==> src/rtl/sync_glitch_filter.sv <==
// Multi-channel input conditioner: per-channel metastability synchronizer,
// enable-gated saturating-count glitch filter and registered edge pulses.
module sync_glitch_filter #(
  parameter int   NUM_CH     = 1,
  parameter int   NUM_STAGES = 3,
  parameter int   FILTER_LEN = 4,
  parameter logic RESET_VAL  = 1'b1
) (
  input  logic              clk,
  input  logic              rst_n,
  input  logic              en,
  input  logic [NUM_CH-1:0] data_in,
  output logic [NUM_CH-1:0] data_out,
  output logic [NUM_CH-1:0] rise,
  output logic [NUM_CH-1:0] fall
);

  if (NUM_CH < 1) begin : g_bad_num_ch
    $error("sync_glitch_filter: NUM_CH must be >= 1");
  end
  if (NUM_STAGES < 2) begin : g_bad_num_stages
    $error("sync_glitch_filter: NUM_STAGES must be >= 2");
  end
  if (FILTER_LEN < 1) begin : g_bad_filter_len
    $error("sync_glitch_filter: FILTER_LEN must be >= 1");
  end

  localparam int CNT_W = (FILTER_LEN < 1) ? 1 : $clog2(FILTER_LEN + 1);
  localparam logic [CNT_W-1:0] CNT_MAX = CNT_W'(FILTER_LEN - 1);

  logic [NUM_STAGES-1:0] sync_q [NUM_CH];
  logic [CNT_W-1:0]      cnt_q  [NUM_CH];
  logic [NUM_CH-1:0]     sync;

  always_comb begin
    sync = '0;
    for (int c = 0; c < NUM_CH; c++) begin
      sync[c] = sync_q[c][NUM_STAGES-1];
    end
  end

  // Synchronizer stage 0 takes the raw pin; the oldest stage feeds the filter.
  // A differing sample only wins after FILTER_LEN consecutive enabled edges;
  // any enabled match with data_out restarts the count.
  always_ff @(posedge clk or negedge rst_n) begin
    if (!rst_n) begin
      for (int c = 0; c < NUM_CH; c++) begin
        sync_q[c] <= {NUM_STAGES{RESET_VAL}};
        cnt_q[c]  <= '0;
      end
      data_out <= {NUM_CH{RESET_VAL}};
      rise     <= '0;
      fall     <= '0;
    end else begin
      for (int c = 0; c < NUM_CH; c++) begin
        sync_q[c] <= {sync_q[c][NUM_STAGES-2:0], data_in[c]};
        rise[c]   <= 1'b0;
        fall[c]   <= 1'b0;
        if (en) begin
          if (sync[c] == data_out[c]) begin
            cnt_q[c] <= '0;
          end else if (cnt_q[c] < CNT_MAX) begin
            cnt_q[c] <= cnt_q[c] + CNT_W'(1);
          end else begin
            cnt_q[c]    <= '0;
            data_out[c] <= sync[c];
            rise[c]     <= sync[c];
            fall[c]     <= ~sync[c];
          end
        end
      end
    end
  end

endmodule

==> config.mk <==
export PLATFORM = sky130hd
export DESIGN_NAME = sync_glitch_filter
export DESIGN_NICKNAME = d
export VERILOG_FILES = /design/src/rtl/sync_glitch_filter.sv
export SDC_FILE = /design/constraint.sdc
export NUM_CORES = 1
export LEC_CHECK = 0
export CAP_MARGIN = 5
export CORE_AREA = 2 2 39 41
export CTS_BUF_LIST = sky130_fd_sc_hd__clkbuf_4
export DETAILED_ROUTE_END_ITERATION = 16
export DIE_AREA = 0 0 41 43
export PLACE_DENSITY = 0.47
export SYNTH_ARGS = -nofsm -noshare
export SYNTH_HDL_FRONTEND = slang
export SYNTH_SLANG_ARGS = --single-unit
==> constraint.sdc <==
create_clock -name clk -period 2.4 [get_ports clk]
set_clock_uncertainty 0.2 [all_clocks]
set_input_delay 0.36 -clock clk [delete_from_list [all_inputs] [get_ports clk]]
set_output_delay 0.36 -clock clk [all_outputs]
set_load 0.005 [all_outputs]
==> key figures, run 1 <==
Route
  • Residual DRC: 0
  • Routed vias: 231
  • ANT nets after route: 0
  • Vias per cell: around 4.4
  • DR pass1 iterations: 2
  • Routed WL per cell: 9.33 microns
  • Drt total wl: 485 microns
  • Initial DRC Count: 3

Run status
  • Run status: finished clean

Floorplan
  • Initial Utilization: 24.7%
  • Die area: 0.00176 sq mm
  • Row cnt: 14
  • Die W: 41 microns
  • Ports: 7
  • Area of the core: 0.00138 sq mm
  • Chip height: 43 microns

Place
  • Routability Congestion: 0.660
  • Pre-CTS WS: 0.704 ns
  • Port bufs: 6

Logic synthesis
  • Sequential cell area fraction in the yosys report: between 60 and 70%
  • Flip-flop and latch count after synthesis: 9
  • Post-synth EDFFs: 0
  • Synthesized area: approximately 340 sq um
  • Synth warn: 0
  • Most common library cells after synthesis: dfrtp_1, dfstp_2, nand2_1
  • Async SR Flop Fraction: 100%
  • Cell variety after synth: 15
  • Average size of a mapped cell: 13.1 sq um
  • Top FF cell, synth: dfrtp_1
  • Synth Instances: 26
  • Syn nets: 31
  • Ranking of synthesized cells by area: dfrtp_1, dfstp_2, ha_1
  • Share of the synthesized area in the top cell type: 36.6%
  • Top-count cell post-synth: dfrtp_1
  • Biggest area consumer among synthesized cells: dfrtp_1

Critical path
  • Worst EP required: 1.84 ns
  • CP startpoint kind: flop
  • FF-to-FF path depth: 3
  • Family with the most delay on the worst path: flip-flops
  • Worst R2R Start: cnt_q[0]$_DFFE_PN0P_
  • Critical Path Max Stage Delay: around 0.54 ns
  • Critical path's slowest cell: dfstp_2
  • WP buf/inv: 1
  • CP Capture Type: primary output
  • Setup slack, reg-to-reg: between 1 and 1.5 ns
  • Crit path cell chain: clkdlybuf4s50_1
  • CP max FO: 3
  • WP data arrival: 1.28 ns
  • Critical path type: flop to primary output
  • Worst reg2reg path endpoint: data_out$_DFFE_PN1P_

Power and ir drop
  • Pleak: 0.189 nW
  • Pwr Density: 982 mW/mm^2
  • Max VDD drop: 0.000455 V

Hold path
  • Min-Delay Startpoint: sync_q[0]$_DFF_PN1_
  • WHS Path Cells: 0
  • Worst hold path endpoint: sync_q[1]$_DFF_PN1_
  • Worst min path class: flop to flop

STA
  • Final setup vio count: 0
  • Min cycle time layout: 1.84 ns
  • Crit share post-route: 76.8%
  • Tightest Pin Transition: 0.390 ns
  • Setup TNS: 0 ns
  • Final hold violations: 0
  • Fin. max-slew vios: 0
  • Worst setup margin: 0.557 ns
  • Worst slew margin: 73.9%
  • RSZ-0062 raised after global routing: false
  • Fmax: ~540 MHz

Clocking
  • # H-tree levels: 1
  • CTS tree: done
  • Clock Root Buffer: clkbuf_4
  • Clk pin slew, worst setup/hold paths: 0.05 ns
  • Postcts setup bufs: 0
  • Max clock buf depth: 2
  • Total clock sinks: 9
  • Gates resized, CTS repair: 0
  • Cts hold-fix bufs: 0
  • Total CTS buffers: 3
  • Clk_lat worst skew: 0.25 ns

GRT
  • Pin count of the biggest net entering global routing: 10
  • Vias in the first global route: 233
  • GRT overflow: 0
  • First-pass GRT wire length: roughly 950 microns
  • Initial antenna violation count: 0
  • Overall routing resource usage: under 10%

Finish
  • Nets: 42
  • N_diodes: 0
  • Area Growth Syn to Fin: 32.2%
  • Layout cells sized above 1: 25.0%

Run
  • Max Cap Violations: 0
-- cells by family after synthesis --
kind of cell,after synthesis,share of synthesized area (%)
xor+xnor,1,2.56
mux,1,3.30
flops,9,67.4
simple gates,8,12.5
fa+ha+maj,1,3.66
compound gates,4,8.43
buf+inv,2,2.20
-- where the power goes --
part	internal, mW	switching, mW
logic	0.0566	0.0445
registers	0.190	0.0303
clock network	0.0750	0.0470
-- registers in the layout (all words and copies together) (netlist names) --
name / cells
sync_q: 3
data_out: 1
fall: 1
cnt_q: 3
rise: 1
-- per-layer routing --
metal / vias up / GRT usage (%) / part of all wire [%]
li1: 108 / - / -
met5: - / 0 / 0
met4: 0 / 4.00 / 0
met2: 8 / 11.3 / 51
met3: 0 / 7.85 / 11
met1: 115 / 9.67 / 38
-- cell type report --
cell class	count	area (sq um)
Timing Repair Buffer	6	60.1
Sequential cell	9	230
Tap cell	16	20.0
Multi-Input combinational cell	15	104
Inverter	2	7.51
Clock buffer	4	30.0
Fill cell	147	932
-- worst max path at each step --
stage,start,end,depth (start not counted)
2_1_floorplan,sync_q[2]$_DFF_PN1_,cnt_q[0]$_DFFE_PN0P_,3
3_3_place_gp,en,data_out$_DFFE_PN1P_,3
3_5_place_dp,en,data_out$_DFFE_PN1P_,3
4_1_cts,data_out$_DFFE_PN1P_,data_out,1
5_1_grt,data_out$_DFFE_PN1P_,data_out,1
6_report,data_out$_DFFE_PN1P_,data_out,1
-- stage by stage --
| step | total power, mW | hold WS [ns] | std cells | instance area, sq um | utilization, % |
|---|---|---|---|---|---|
| after floorplan | 0.282 | -0.136 | 26 | 342 | - |
| after global placement | 0.320 | 0.147 | 48 | 422 | 30.5 |
| after detailed placement | 0.326 | 0.148 | 48 | 422 | 30.5 |
| after CTS | 0.453 | 0.160 | 52 | 452 | 32.6 |
| after global routing | 0.483 | 0.162 | 52 | 452 | 32.6 |
| final | 0.443 | 0.157 | 52 | 452 | 32.6 |
-- cell usage in the layout (no fill, tap or decap) --
master           count
a21oi_2              1
clkbuf_4             4
clkdlybuf4s50_1      6
dfrtp_1              5
dfstp_2              4
ha_1                 1
inv_1                2
mux2_1               1
nand2_1              3
nand3_1              1
nor2b_1              1
nor3_1               1
nor3b_1              1
o22ai_1              2
o31ai_1              1
or2b_1               1
xor2_1               1
(Power assumes the default switching activity.)
==> inputs of run 2 (changes only) <==
==> constraint.sdc (replaced) <==
create_clock -name clk -period 1.7 [get_ports clk]
set_clock_uncertainty 0.2 [all_clocks]
set_input_delay 0.255 -clock clk [delete_from_list [all_inputs] [get_ports clk]]
set_output_delay 0.255 -clock clk [all_outputs]
set_load 0.005 [all_outputs]
==> run 2 against run 1 <==
Effect of this change:
- cell count is the same
- routed wire length grew 23%
- sequential share of layout area grew 0.14 points
- final area shrank 0.28%
- first-iteration DRC count shrank 100%
- clock power grew 43%
- total power grew 42%
- count of clock-buffer cells in the layout is the same
- sequential cell count is the same
- register-to-register slack lost 0.75 ns
- critical path type unchanged
- critical endpoint is now fall
==> key figures, run 2 (same netlist as run 1, synthesis figures left out) <==
Run status
  • Run status: finished clean

Clocking
  • Postcts setup bufs: 0 (unchanged)
  • Total CTS buffers: 3 (unchanged)
  • Clk_lat worst skew: 0.25 ns (about the same)
  • # H-tree levels: 1 (unchanged)
  • Gates resized, CTS repair: 1 (+1)
  • Clk pin slew, worst setup/hold paths: 0.06 ns (about the same)
  • CTS tree: done
  • Cts hold-fix bufs: 0 (unchanged)
  • Total clock sinks: 9 (unchanged)
  • Clock Root Buffer: clkbuf_4
  • Max clock buf depth: 2 (unchanged)

Critical path
  • Setup slack, reg-to-reg: 0.32 ns (-0.75 ns)
  • CP startpoint kind: flop
  • Crit path cell chain: clkdlybuf4s50_1
  • Origin of the worst setup path: fall$_DFF_PN0_
  • Setup crit end: fall
  • CP max FO: 1 (-2)
  • Worst R2R Start: sync_q[2]$_DFF_PN1_
  • WP buf/inv: 1 (unchanged)
  • WP depth: 1 (unchanged)
  • Family with the most delay on the worst path: buffers and inverters
  • Critical path's slowest cell: clkdlybuf4s50_1
  • FF-to-FF path depth: 3 (unchanged)
  • Critical Path Max Stage Delay: 0.49 ns (-0.05 ns)
  • Worst reg2reg path endpoint: cnt_q[0]$_DFFE_PN0P_
  • CP Capture Type: primary output
  • WP data arrival: 1.06 ns (-0.22 ns)
  • Worst EP required: 1.24 ns (-0.60 ns)
  • Critical path type: flop to primary output

STA
  • Worst hold slack: 0.0897 ns (-0.0670 ns)
  • Crit share post-route: 89.3%
  • Worst slew margin: 73.7% (-0.23 points)
  • RSZ-0062 raised after global routing: false
  • Final hold violations: 0 (unchanged)
  • Fin. max-slew vios: 0 (unchanged)
  • Fmax: 658 MHz
  • Min cycle time layout: roughly 1.5 ns
  • Tightest Pin Transition: 0.393 ns (+0.00340 ns)
  • Setup TNS: 0 ns (unchanged)
  • Final setup vio count: 0 (unchanged)

GRT
  • Initial antenna violation count: 0 (unchanged)
  • Overall routing resource usage: 10.2% (+1.5 points)
  • First-pass GRT wire length: 1100 microns (+15%)
  • GRT overflow: 0 (unchanged)
  • Vias in the first global route: 276 (+18%)
  • Pin count of the biggest net entering global routing: 10 (unchanged)

Route
  • ANT nets after route: 0 (unchanged)
  • DR pass1 iterations: 1 (-1)
  • Initial DRC Count: 0 (-3)
  • Vias per cell: 4.54 (+2.2%)
  • Routed vias: 236 (+2.2%)
  • Routed WL per cell: 11.5 microns (+23%)
  • Residual DRC: 0 (unchanged)
  • Drt total wl: 596 microns (+23%)

Floorplan
  • Ports: 7 (unchanged)
  • Area of the core: 0.00138 sq mm (unchanged)
  • Die W: 41 microns (unchanged)
  • Chip height: 43 microns (unchanged)
  • Row cnt: 14 (unchanged)
  • Die area: 0.00176 sq mm (unchanged)
  • Initial Utilization: 24.7% (unchanged)

Finish
  • Final core occ: 32.5% (-0.090 points)
  • Largest regs: cnt_q (3), sync_q (3)
  • Layout cells sized above 1: 25.0% (unchanged)
  • Nets: 42 (unchanged)
  • Area Growth Syn to Fin: 31.9%
  • N_diodes: 0 (unchanged)
  • Most frequent cells in the layout: dfrtp_1, clkdlybuf4s50_1, clkbuf_4, dfstp_2, nand2_1

Power and ir drop
  • Clock power share: 27.7% (+0.2 points)
  • P_sw: 0.181 mW (+48%)
  • Gate power share: 22.4% (-0.4 points)
  • Max VDD drop: 0.000326 V (-28%)
  • Switching Share: 28.8% (+1.3 points)
  • Pwr Density: 1390 mW/mm^2 (+42%)
  • P_int: 0.447 mW (+39%)
  • Pleak: 0.191 nW (+1.1%)
  • Sequential power share: 49.8% (about the same)

Place
  • Port bufs: 6 (unchanged)
  • Routability Congestion: 0.647 (-1.9%)

Hold path
  • Worst min path class: primary input to async pin

Run
  • Max Cap Violations: 0 (unchanged)
[run 2: changes by cell type in the layout (fill, tap and decap cells not counted), sizes merged]
| cell | delta |
|---|---|
| dlygate4sd2 | +1 |
| clkdlybuf4s50 | -1 |
[run 2: worst min path at each step]
stage | startpoint | endpoint | slack (ns) | cells after the start
3_5_place_dp | sync_q[0]$_DFF_PN1_ | sync_q[1]$_DFF_PN1_ | 0.15 | 0
5_1_grt | rst_n | rise$_DFF_PN0_ | 0.10 | 1
6_report | rst_n | cnt_q[1]$_DFFE_PN0P_ | 0.09 | 1
3_3_place_gp | sync_q[1]$_DFF_PN1_ | sync_q[2]$_DFF_PN1_ | 0.15 | 0
4_1_cts | rst_n | cnt_q[1]$_DFFE_PN0P_ | 0.1 | 1
2_1_floorplan | rst_n | cnt_q[0]$_DFFE_PN0P_ | -0.24 | 0
[run 2: per-stage QoR]
step / std cells / power, mW / cell area [sq um] / setup WS, ns
finish: 52 / 0.627 / 450 / 0.181
global route: 52 / 0.681 / 450 / 0.112
global placement: 48 / 0.452 / 422 / 0.102
detailed placement: 48 / 0.470 / 422 / 0.0803
floorplan: 26 / 0.398 / 342 / 0.451
CTS: 52 / 0.641 / 450 / 0.158
[run 2: metal layers]
layer	up-vias	wire (microns)	global-route usage [%]
met3	2	28	3.14
met1	120	210	9.43
met4	0	8	10.0
met5	-	0	0
met2	5	349	15.9
li1	109	-	-
[run 2: layout make-up]
| cell class | instances | area (sq um) |
|---|---|---|
| clock buffer | 4 | 30.0 |
| fill | 152 | 933 |
| inverter | 2 | 7.51 |
| multi-input combinational | 15 | 104 |
| sequential | 9 | 230 |
| tap | 16 | 20.0 |
| timing repair buffer | 6 | 58.8 |
[run 2: power by group through the flow]
stage	logic (mW)	clock network, mW	registers (mW)
after floorplan	0.0887	0	0.309
after global placement	0.141	0	0.311
after detailed placement	0.153	0	0.317
after CTS	0.145	0.183	0.313
after global routing	0.166	0.196	0.319
final	0.141	0.174	0.313
==> inputs of run 3 (changes only) <==
==> constraint.sdc (replaced) <==
create_clock -name clk -period 1.46 [get_ports clk]
set_clock_uncertainty 0.2 [all_clocks]
set_input_delay 0.219 -clock clk [delete_from_list [all_inputs] [get_ports clk]]
set_output_delay 0.219 -clock clk [all_outputs]
set_load 0.005 [all_outputs]
==> run 3 against run 2 <==
Effect of this change:
- hold slack lost 0.045 ns
- die area did not move
- first-iteration DRC count rose by 1
- core utilization is 2.3 points higher
- sequential power increased by 16%
- sequential share of layout area decreased by 3.3 points
- combinational power rose by 56%
- critical path type is now flop to flop
- highest routed layer is now met3
==> key figures, run 3 (same netlist as run 1, synthesis figures left out) <==
Hold path
  • Worst min path class: primary input to async pin

STA
  • Final hold violations: 0 (unchanged)
  • Crit share post-route: 97.9%
  • Tightest Pin Transition: 0.396 ns (+0.00282 ns)
  • Fmax: 700 MHz
  • Worst setup margin: 0.0314 ns (-0.150 ns)
  • Final setup vio count: 0 (unchanged)
  • Fin. max-slew vios: 0 (unchanged)
  • RSZ-0062 raised after global routing: true
  • Min cycle time layout: 1.43 ns
  • Worst slew margin: 73.5% (-0.19 points)

Floorplan
  • Row cnt: 14 (unchanged)
  • Die W: 41 microns (unchanged)
  • Die area: 0.00176 sq mm (unchanged)
  • Initial Utilization: 24.7% (unchanged)
  • Chip height: 43 microns (unchanged)
  • Area of the core: 0.00138 sq mm (unchanged)
  • Ports: 7 (unchanged)

Finish
  • Most common cell after layout, fill and taps aside: dfrtp_1
  • Layout cells sized above 1: 38.5% (+13 points)
  • Most frequent cells in the layout: dfrtp_1, dfstp_2, clkbuf_4, clkdlybuf4s50_1, buf_4
  • Largest regs: cnt_q (3), sync_q (3)
  • Area Growth Syn to Fin: 41.0%
  • Post-route cell area: 482 sq um (+6.9%)
  • N_diodes: 0 (unchanged)
  • Fin cells: 55 (+5.8%)
  • Nets: 45 (+7.1%)

Route
  • Residual DRC: 0 (unchanged)
  • Routed WL per cell: 11.7 microns (+2.2%)
  • Routed vias: 242 (+2.5%)
  • Drt total wl: 644 microns (+8.1%)
  • DR pass1 iterations: 2 (+1)
  • ANT nets after route: 0 (unchanged)
  • Vias per cell: 4.40 (-3.1%)
  • Initial DRC Count: 1 (+1)

GRT
  • GRT overflow: 0 (unchanged)
  • Pin count of the biggest net entering global routing: 10 (unchanged)
  • Overall routing resource usage: 9.36% (-0.82 points)
  • First-pass GRT wire length: 966 microns (-12%)
  • Initial antenna violation count: 0 (unchanged)
  • Vias in the first global route: 252 (-8.7%)

Run
  • Max Cap Violations: 0 (unchanged)

Power and ir drop
  • Pwr Density: 1620 mW/mm^2 (+16%)
  • Pleak: 0.216 nW (+13%)
  • Max VDD drop: 0.000507 V (+56%)

Critical path
  • WP data arrival: 1.40 ns (+0.34 ns)
  • Critical Path Max Stage Delay: 0.53 ns (+0.04 ns)
  • CP Capture Type: flop
  • Crit path cell chain: buf_4 -> xor2_1 -> nand2_2 -> o31ai_2
  • Critical path type: flop to flop
  • CP startpoint kind: flop
  • Worst EP required: 1.44 ns (+0.20 ns)
  • CP max FO: 5 (+4)
  • Critical path's slowest cell: dfstp_2

Clocking
  • Total CTS buffers: 3 (unchanged)
  • Total clock sinks: 9 (unchanged)
  • Clk pin slew, worst setup/hold paths: 0.07 ns (about the same)
  • Clk_lat worst skew: 0.26 ns (about the same)
  • CTS tree: done
  • Clock Root Buffer: clkbuf_4
  • Max clock buf depth: 2 (unchanged)
  • # H-tree levels: 1 (unchanged)

Place
  • Routability Congestion: 0.647 (unchanged)
  • Port bufs: 6 (unchanged)
  • Placed cells: 50 (+4.2%)
  • Post-DP Area: 437 sq um (+3.6%)
  • Pre-CTS WS: -0.0283 ns (-0.109 ns)

Run status
  • Run status: finished clean
==> run 3: changes by cell type in the layout (fill, tap and decap cells not counted), sizes merged <==
cell | previous run | this run
clkinv | 0 | 1
buf | 0 | 3
clkdlybuf4s15 | 0 | 1
dlygate4sd2 | 1 | 2
clkbuf | 4 | 3
clkdlybuf4s50 | 5 | 3
==> run 3: layer usage <==
layer	global-route usage (%)	vias to the layer above	part of all wire, %
met1	8.72	123	39
li1	-	114	-
met3	4.71	0	4.2
met2	13.1	5	57
met4	10.0	0	0
met5	0	-	0
==> run 3: repair_timing <==
| action | 4_1_cts | 5_1_grt |
|---|---|---|
| hold buffers | 0 | 0 |
| buffers inserted | 1 | 0 |
| endpoints found under the setup margin | 3 | 3 |
| endpoints found under the hold margin | 0 | 0 |
| gates resized for setup | 3 | 4 |
==> run 3: report_power, final <==
| part | total (mW) | switching (mW) | leakage, nW | internal (mW) |
|---|---|---|---|---|
| Combinational | 0.220 | 0.0994 | 0.0890 | 0.121 |
| Clock | 0.195 | 0.0937 | 0.0177 | 0.101 |
| Sequential | 0.363 | 0.0516 | 0.110 | 0.312 |
==> run 3: critical path: cells and delay by family, from the launching register on <==
kind                   cells  cell delay, ns
flip-flops                 1            0.53
XOR/XNOR                   1            0.18
AO/OA/AOI/OAI              1            0.18
AND/OR/NAND/NOR            1            0.13
buffers and inverters      1            0.11
==> run 3: metrics by stage <==
step	power (mW)	setup TNS [ns]	hold slack (ns)	utilization, %
floorplan	0.464	0	-0.277	-
global placement	0.541	-0.0293	0.147	31.6
detailed placement	0.554	-0.0283	0.148	31.6
CTS	0.762	0	0.0546	33.8
global route	0.825	-0.0552	0.0629	34.8
finish	0.778	0	0.0449	34.8
==> run 3: worst paths after layout <==
check | from | endpoint | slack (ns) | cells after the start
setup / recovery | data_out$_DFFE_PN1P_ | cnt_q[0]$_DFFE_PN0P_ | 0.03 | 4
hold / removal | rst_n | rise$_DFF_PN0_ | 0.04 | 1
setup reg to reg | data_out$_DFFE_PN1P_ | cnt_q[0]$_DFFE_PN0P_ | 0.03 | 4
hold reg to reg | sync_q[1]$_DFF_PN1_ | sync_q[2]$_DFF_PN1_ | 0.16 | 0
max in group asynchronous | rst_n | data_out$_DFFE_PN1P_ | 0.70 | 1
min in group clk | data_in | sync_q[0]$_DFF_PN1_ | 0.15 | 1
==> run 3: area by class of cell <==
class,count,area [sq um]
fillers,144,902
flip-flops and latches,9,230
multi-input cells,15,116
repair buffers,9,80.1
clock buffers,3,22.5
well taps,16,20.0
inverters,2,7.51
clock inverters,1,5.00
